**src/rtl/tryte_unpacker.sv**
```systemverilog
// Unpacks ASCII tryte characters into a packed block of balanced trits (2 bits per trit).
// Trytes fill the block from the low bits up; a block is emitted when full or when in_last arrives.
module tryte_unpacker #(
    parameter int TRYTES = 81
) (
    input  logic                  clk,
    input  logic                  reset_n,
    input  logic                  clear,
    input  logic [7:0]            in_tryte,
    input  logic                  in_valid,
    input  logic                  in_last,
    output logic                  in_ready,
    output logic [6*TRYTES-1:0]   out_trits,
    output logic                  out_valid,
    output logic                  out_last,
    input  logic                  out_ready,
    output logic                  err
);

    localparam int CW = (TRYTES > 1) ? $clog2(TRYTES) : 1;

    logic [CW-1:0]         count_q, count_d;
    logic [6*TRYTES-1:0]   buf_q, buf_d;
    logic                  out_valid_q, out_valid_d;
    logic                  out_last_q, out_last_d;
    logic                  err_q, err_d;

    logic                  hs;
    logic                  legal;
    logic [4:0]            u;
    logic [4:0]            rem0, q1, rem1, q2;
    logic [5:0]            trits;

    // Base-3 digit d maps to trit d-1: 0 -> -1, 1 -> 0, 2 -> +1.
    function automatic logic [1:0] enc(input logic [1:0] d);
        case (d)
            2'd0:    enc = 2'b11;
            2'd2:    enc = 2'b01;
            default: enc = 2'b00;
        endcase
    endfunction

    assign in_ready  = !out_valid_q;
    assign hs        = in_valid && in_ready;
    assign out_trits = buf_q;
    assign out_valid = out_valid_q;
    assign out_last  = out_last_q;
    assign err       = err_q;

    // u = v + 13 lies in 0..26; its base-3 digits minus one give the balanced trits.
    always_comb begin
        legal = 1'b1;
        u     = 5'd13;
        if (in_tryte == 8'h39) begin
            u = 5'd13;
        end else if (in_tryte >= 8'h41 && in_tryte <= 8'h4D) begin
            u = 5'(in_tryte - 8'h33);
        end else if (in_tryte >= 8'h4E && in_tryte <= 8'h5A) begin
            u = 5'(in_tryte - 8'h4E);
        end else begin
            legal = 1'b0;
        end
        rem0  = u % 5'd3;
        q1    = u / 5'd3;
        rem1  = q1 % 5'd3;
        q2    = q1 / 5'd3;
        trits = legal ? {enc(q2[1:0]), enc(rem1[1:0]), enc(rem0[1:0])} : 6'd0;
    end

    always_comb begin
        count_d     = count_q;
        buf_d       = buf_q;
        out_valid_d = out_valid_q;
        out_last_d  = out_last_q;
        err_d       = err_q;
        if (clear) begin
            count_d     = '0;
            buf_d       = '0;
            out_valid_d = 1'b0;
            out_last_d  = 1'b0;
            err_d       = 1'b0;
        end else if (out_valid_q) begin
            if (out_ready) begin
                out_valid_d = 1'b0;
                out_last_d  = 1'b0;
                buf_d       = '0;
            end
        end else if (hs) begin
            for (int i = 0; i < TRYTES; i++) begin
                if (count_q == CW'(i)) begin
                    buf_d[6*i +: 6] = trits;
                end
            end
            if (!legal) begin
                err_d = 1'b1;
            end
            if (in_last || count_q == CW'(TRYTES - 1)) begin
                count_d     = '0;
                out_valid_d = 1'b1;
                out_last_d  = in_last;
            end else begin
                count_d = count_q + 1'b1;
            end
        end
    end

    always_ff @(posedge clk or negedge reset_n) begin
        if (!reset_n) begin
            count_q     <= '0;
            buf_q       <= '0;
            out_valid_q <= 1'b0;
            out_last_q  <= 1'b0;
            err_q       <= 1'b0;
        end else begin
            count_q     <= count_d;
            buf_q       <= buf_d;
            out_valid_q <= out_valid_d;
            out_last_q  <= out_last_d;
            err_q       <= err_d;
        end
    end

endmodule

```
**config.mk**
```make
export PLATFORM = sky130hd
export DESIGN_NAME = tryte_unpacker
export DESIGN_NICKNAME = d
export VERILOG_FILES = /design/src/rtl/tryte_unpacker.sv
export SDC_FILE = /design/constraint.sdc
export NUM_CORES = 1
export LEC_CHECK = 0
export ABC_AREA = 1
export BUFFER_PORTS_ARGS = -buffer_cell sky130_fd_sc_hd__buf_2
export CORE_ASPECT_RATIO = 1.4
export CORE_MARGIN = 2
export CORE_UTILIZATION = 53
export DETAILED_ROUTE_END_ITERATION = 10
export PLACE_DENSITY = 0.85
export SLEW_MARGIN = 40
export SYNTH_ARGS = -nofsm -noshare
export SYNTH_HDL_FRONTEND = slang
export SYNTH_SLANG_ARGS = --single-unit
```
**constraint.sdc**
```tcl
create_clock -name clk -period 2.3 [get_ports clk]
set_input_delay 0.345 -clock clk [delete_from_list [all_inputs] [get_ports clk]]
set_output_delay 0.345 -clock clk [all_outputs]
set_load 0.05 [all_outputs]
```
==> out/qor.yml <==
worst_setup_path:
  cpMaxStageDelayCell: "ha_4"
  endpoint_kind: "flip-flop"
  critPathBufInv: 10
  critPathArrivalTime_ns: 4.19
  crit_fanout: 6
  critPathMaxStageDelay_ns: 0.23
  critPathRequiredTime_ns: 2.80
  crit_top_cell: "nand2_2"
  crit_family: "simple AND/OR/NAND/NOR gates"
  path_class: "in2reg"
  start_kind: "primary input"
timing:
  finalClockSkew_ns: 0.01589
  fin_ws_ns: -1.388
  setup_viol: 486
  rsz0062_at_grt: "yes"
  finalHoldViolations: 0
  fin_crit_sh_pct: 160.4
  clock.fmax_mhz: 271.1
  slew_violations: 0
  worstMarginPinSlew_ns: 0.6829
  fin_crit_ns: 3.688
  maxSlewHeadroom_pct: 54.48
flow_run:
  drv_cap: 0
route:
  drcViolationCount: 0
  viasPerCell: 5.762
  wire_per_inst_um: 21.60
  routed.top_layer: "met4"
  initialDrtViolationCount: 1986
  vias: 19500
  routed_wl_um: 73100
  drt_pre_antenna_iters: 6
  final_antenna_net_count: 0
  wl_met1_um: 25640
  wl_met3_um: 5559
  met2WireLength_um: 35820
cts:
  cts_tree: "yes"
  clkLatencyLatePin_ns: 0.56
  clk_path_buf_depth: 3
  path_clk_slew_ns: 0.06
  h-tree-depth: 2
  numCtsBuffers: 44
  clock_sinks: 496
  clock-root-buffer: "clkbuf_16"
outcome:
  status: "finished with violations"
  failed_checks: "setup timing"
die:
  io_pins: 504
  core-area_um2: 37310
  die_width_um: 168.0
  num_rows: 84
  fp.dieH_um: 233.6
  start_util_pct: 53.50
  dieArea_um2: 39260
synthesis:
  synth_area_um2: 19960
  syn_area_per_cell_um2: 9.017
  synth-seq-cells: 496
  yosysWarnings: 0
  syn_inst: 2214
  synth_enable_flop_cells: 0
  synth-seq-area-share_pct: 62.17
  synth_cell_types: 33
  syn_nets: 2244
  synthFlopType: "dfrtp_1"
  postSynth.asyncResetShare_pct: 100.0
pwr:
  vdd_drop_max_mv: 0.6531
  p_leak_uw: 0.01549
  p_per_area_nw_per_um2: 801.3
  finalPower_uw: 22520
placed_design:
  place.port_buffers: 503
  placed_cells: 3253
  place_congestion: 0.8845
  dp_hpwl_um: 45250
worst_hold_path:
  hp-class: "in2reg"
grt:
  antenna_found_initial: 1
  track_usage_pct: 33.98
  grt_pass1_wl_um: 103000
  grt_pass1_vias: 18260
  overflow: 0
  grt_max_degree: 81
finish:
  fin_cells: 3384
  area_delta_synth_final_pct: 40.77
  drive_above_1_share_pct: 37.51
  nets: 2914
  fill_cells: 2340
  n_antenna_cell: 0
[area by class of cell]
cell class,instances,area [um2],area share (%)
Sequential cell,496,12410,44.17
Tap cell,473,591.8,2.106
Clock inverter,12,141.4,0.5031
Clock buffer,61,1276,4.541
Multi-Input combinational cell,1498,8068,28.71
Inverter,141,550.5,1.959
Timing Repair Buffer,703,5062,18.01
[where the power goes]
part	leakage, uW	switching [uW]	total, uW	internal [uW]
Sequential	0.00689	227	9310	9090
Clock	0.000702	3240	7430	4200
Combinational	0.00790	4160	5770	1610
Total	0.0155	7630	22500	14900
[logic make-up (layout without fill, tap and decap cells)]
group	after synthesis	after routing	share of synthesized area, %
AOI/OAI and AO/OA	432	432	10.96
xor gates and xnor gates	4	4	0.1755
adders and majority gates	16	16	1.003
buffers and inverters	221	917	4.632
DFF	496	496	62.17
and+or+nand+nor	1045	1046	21.06
[Yosys cell counts (2+ instances only)]
master    instances  area, um2
nor2_4            2      22.52
a21oi_1          90      450.4
o21ai_0         240       1201
buf_6             9      101.4
nor3_2            2      20.02
nand3_4           2      35.03
o22ai_1           2      12.51
nor3_1            6      30.03
nand4_1           9      56.30
nand3_2           4      40.04
nand2_2           7      43.79
buf_2            22      110.1
nand3_1         100      500.5
ha_1             16      200.2
inv_2             7      26.28
clkinv_1         79      296.5
o21ai_1          96      480.5
inv_1            55      206.5
nor2_1          111      416.7
nand2_1         795       2984
dfrtp_1         496      12410
xnor2_1           3      26.28
clkbuf_1         49      183.9
nand2_4           2      22.52
nor2_2            2      12.51
[worst reg2reg max path, cell delays in order (launching register included)]
cell and delay [ns]:
dfrtp_1 0.44, ha_1 0.20, inv_1 0.11, nor2_1 0.41
buf_4 0.22, a21oi_1 0.07, nor2_1 0.38, clkinv_1 0.42
nand2_1 0.19, nand2_2 0.07
[cells in the final DEF, fill, tap and decap left out, types with 58 or more instances in the layout]
master,synthesis,final
buf_2,22,499
o21ai_2,1,65
clkinv_1,79,79
nand3_2,4,58
nand2_1,795,669
o21ai_1,96,114
dfrtp_1,496,496
nor2_1,111,107
buf_4,0,123
a21oi_1,90,88
o21ai_0,240,154
clkbuf_16,0,58
nand2_2,7,91
[what timing repair did]
action	4_1_cts	5_1_grt
endpoints found under the setup margin	486	486
gates cloned	11	18
setup buffers	17	12
pin swaps	29	82
gates resized for setup	159	262
hold buffers	2	0
endpoints found under the hold margin	59	0
[metrics by stage]
stage                     worst slack (ns)  cell area, um2  utilization [%]  TNS [ns]  hold WS [ns]
final                               -1.388           28100            75.32   -588.69       0.04964
after detailed placement            -1.910           24460            65.56   -848.38        0.4001
after floorplan                     -1.507           20490                -   -660.85       0.04941
after CTS                           -1.178           26770            71.76   -505.66       0.02676
after global placement              -1.672           24460            65.56   -745.30        0.3909
after global routing                -1.618           28100            75.32   -689.49       0.05094
[worst paths after layout]
check,slack [ns],startpoint,to,cells past startpoint
max,-1.39,in_tryte[1],out_trits[387],34
min,0.05,clear,err,2
max reg2reg,-0.33,count_q[0],out_trits[189],9
min reg2reg,0.47,out_trits[206],out_trits[206],2
max in group asynchronous,1.10,reset_n,out_trits[3],3
min in group asynchronous,0.39,reset_n,out_trits[264],2
[routing by layer]
layer  up-vias  global-route usage (%)
met1      9496                   40.82
met4         0                   20.95
met2      1136                   57.49
met5         -                       0
li1       8508                       -
met3       359                   5.710
[state kept, by name, summed over array words and instances, names as in the netlist]
| signal | count |
|---|---|
| out_valid | 1 |
| count_q | 7 |
| err | 1 |
| out_last | 1 |
| out_trits | 486 |
Note: power is estimated with default switching activity, not from simulation.
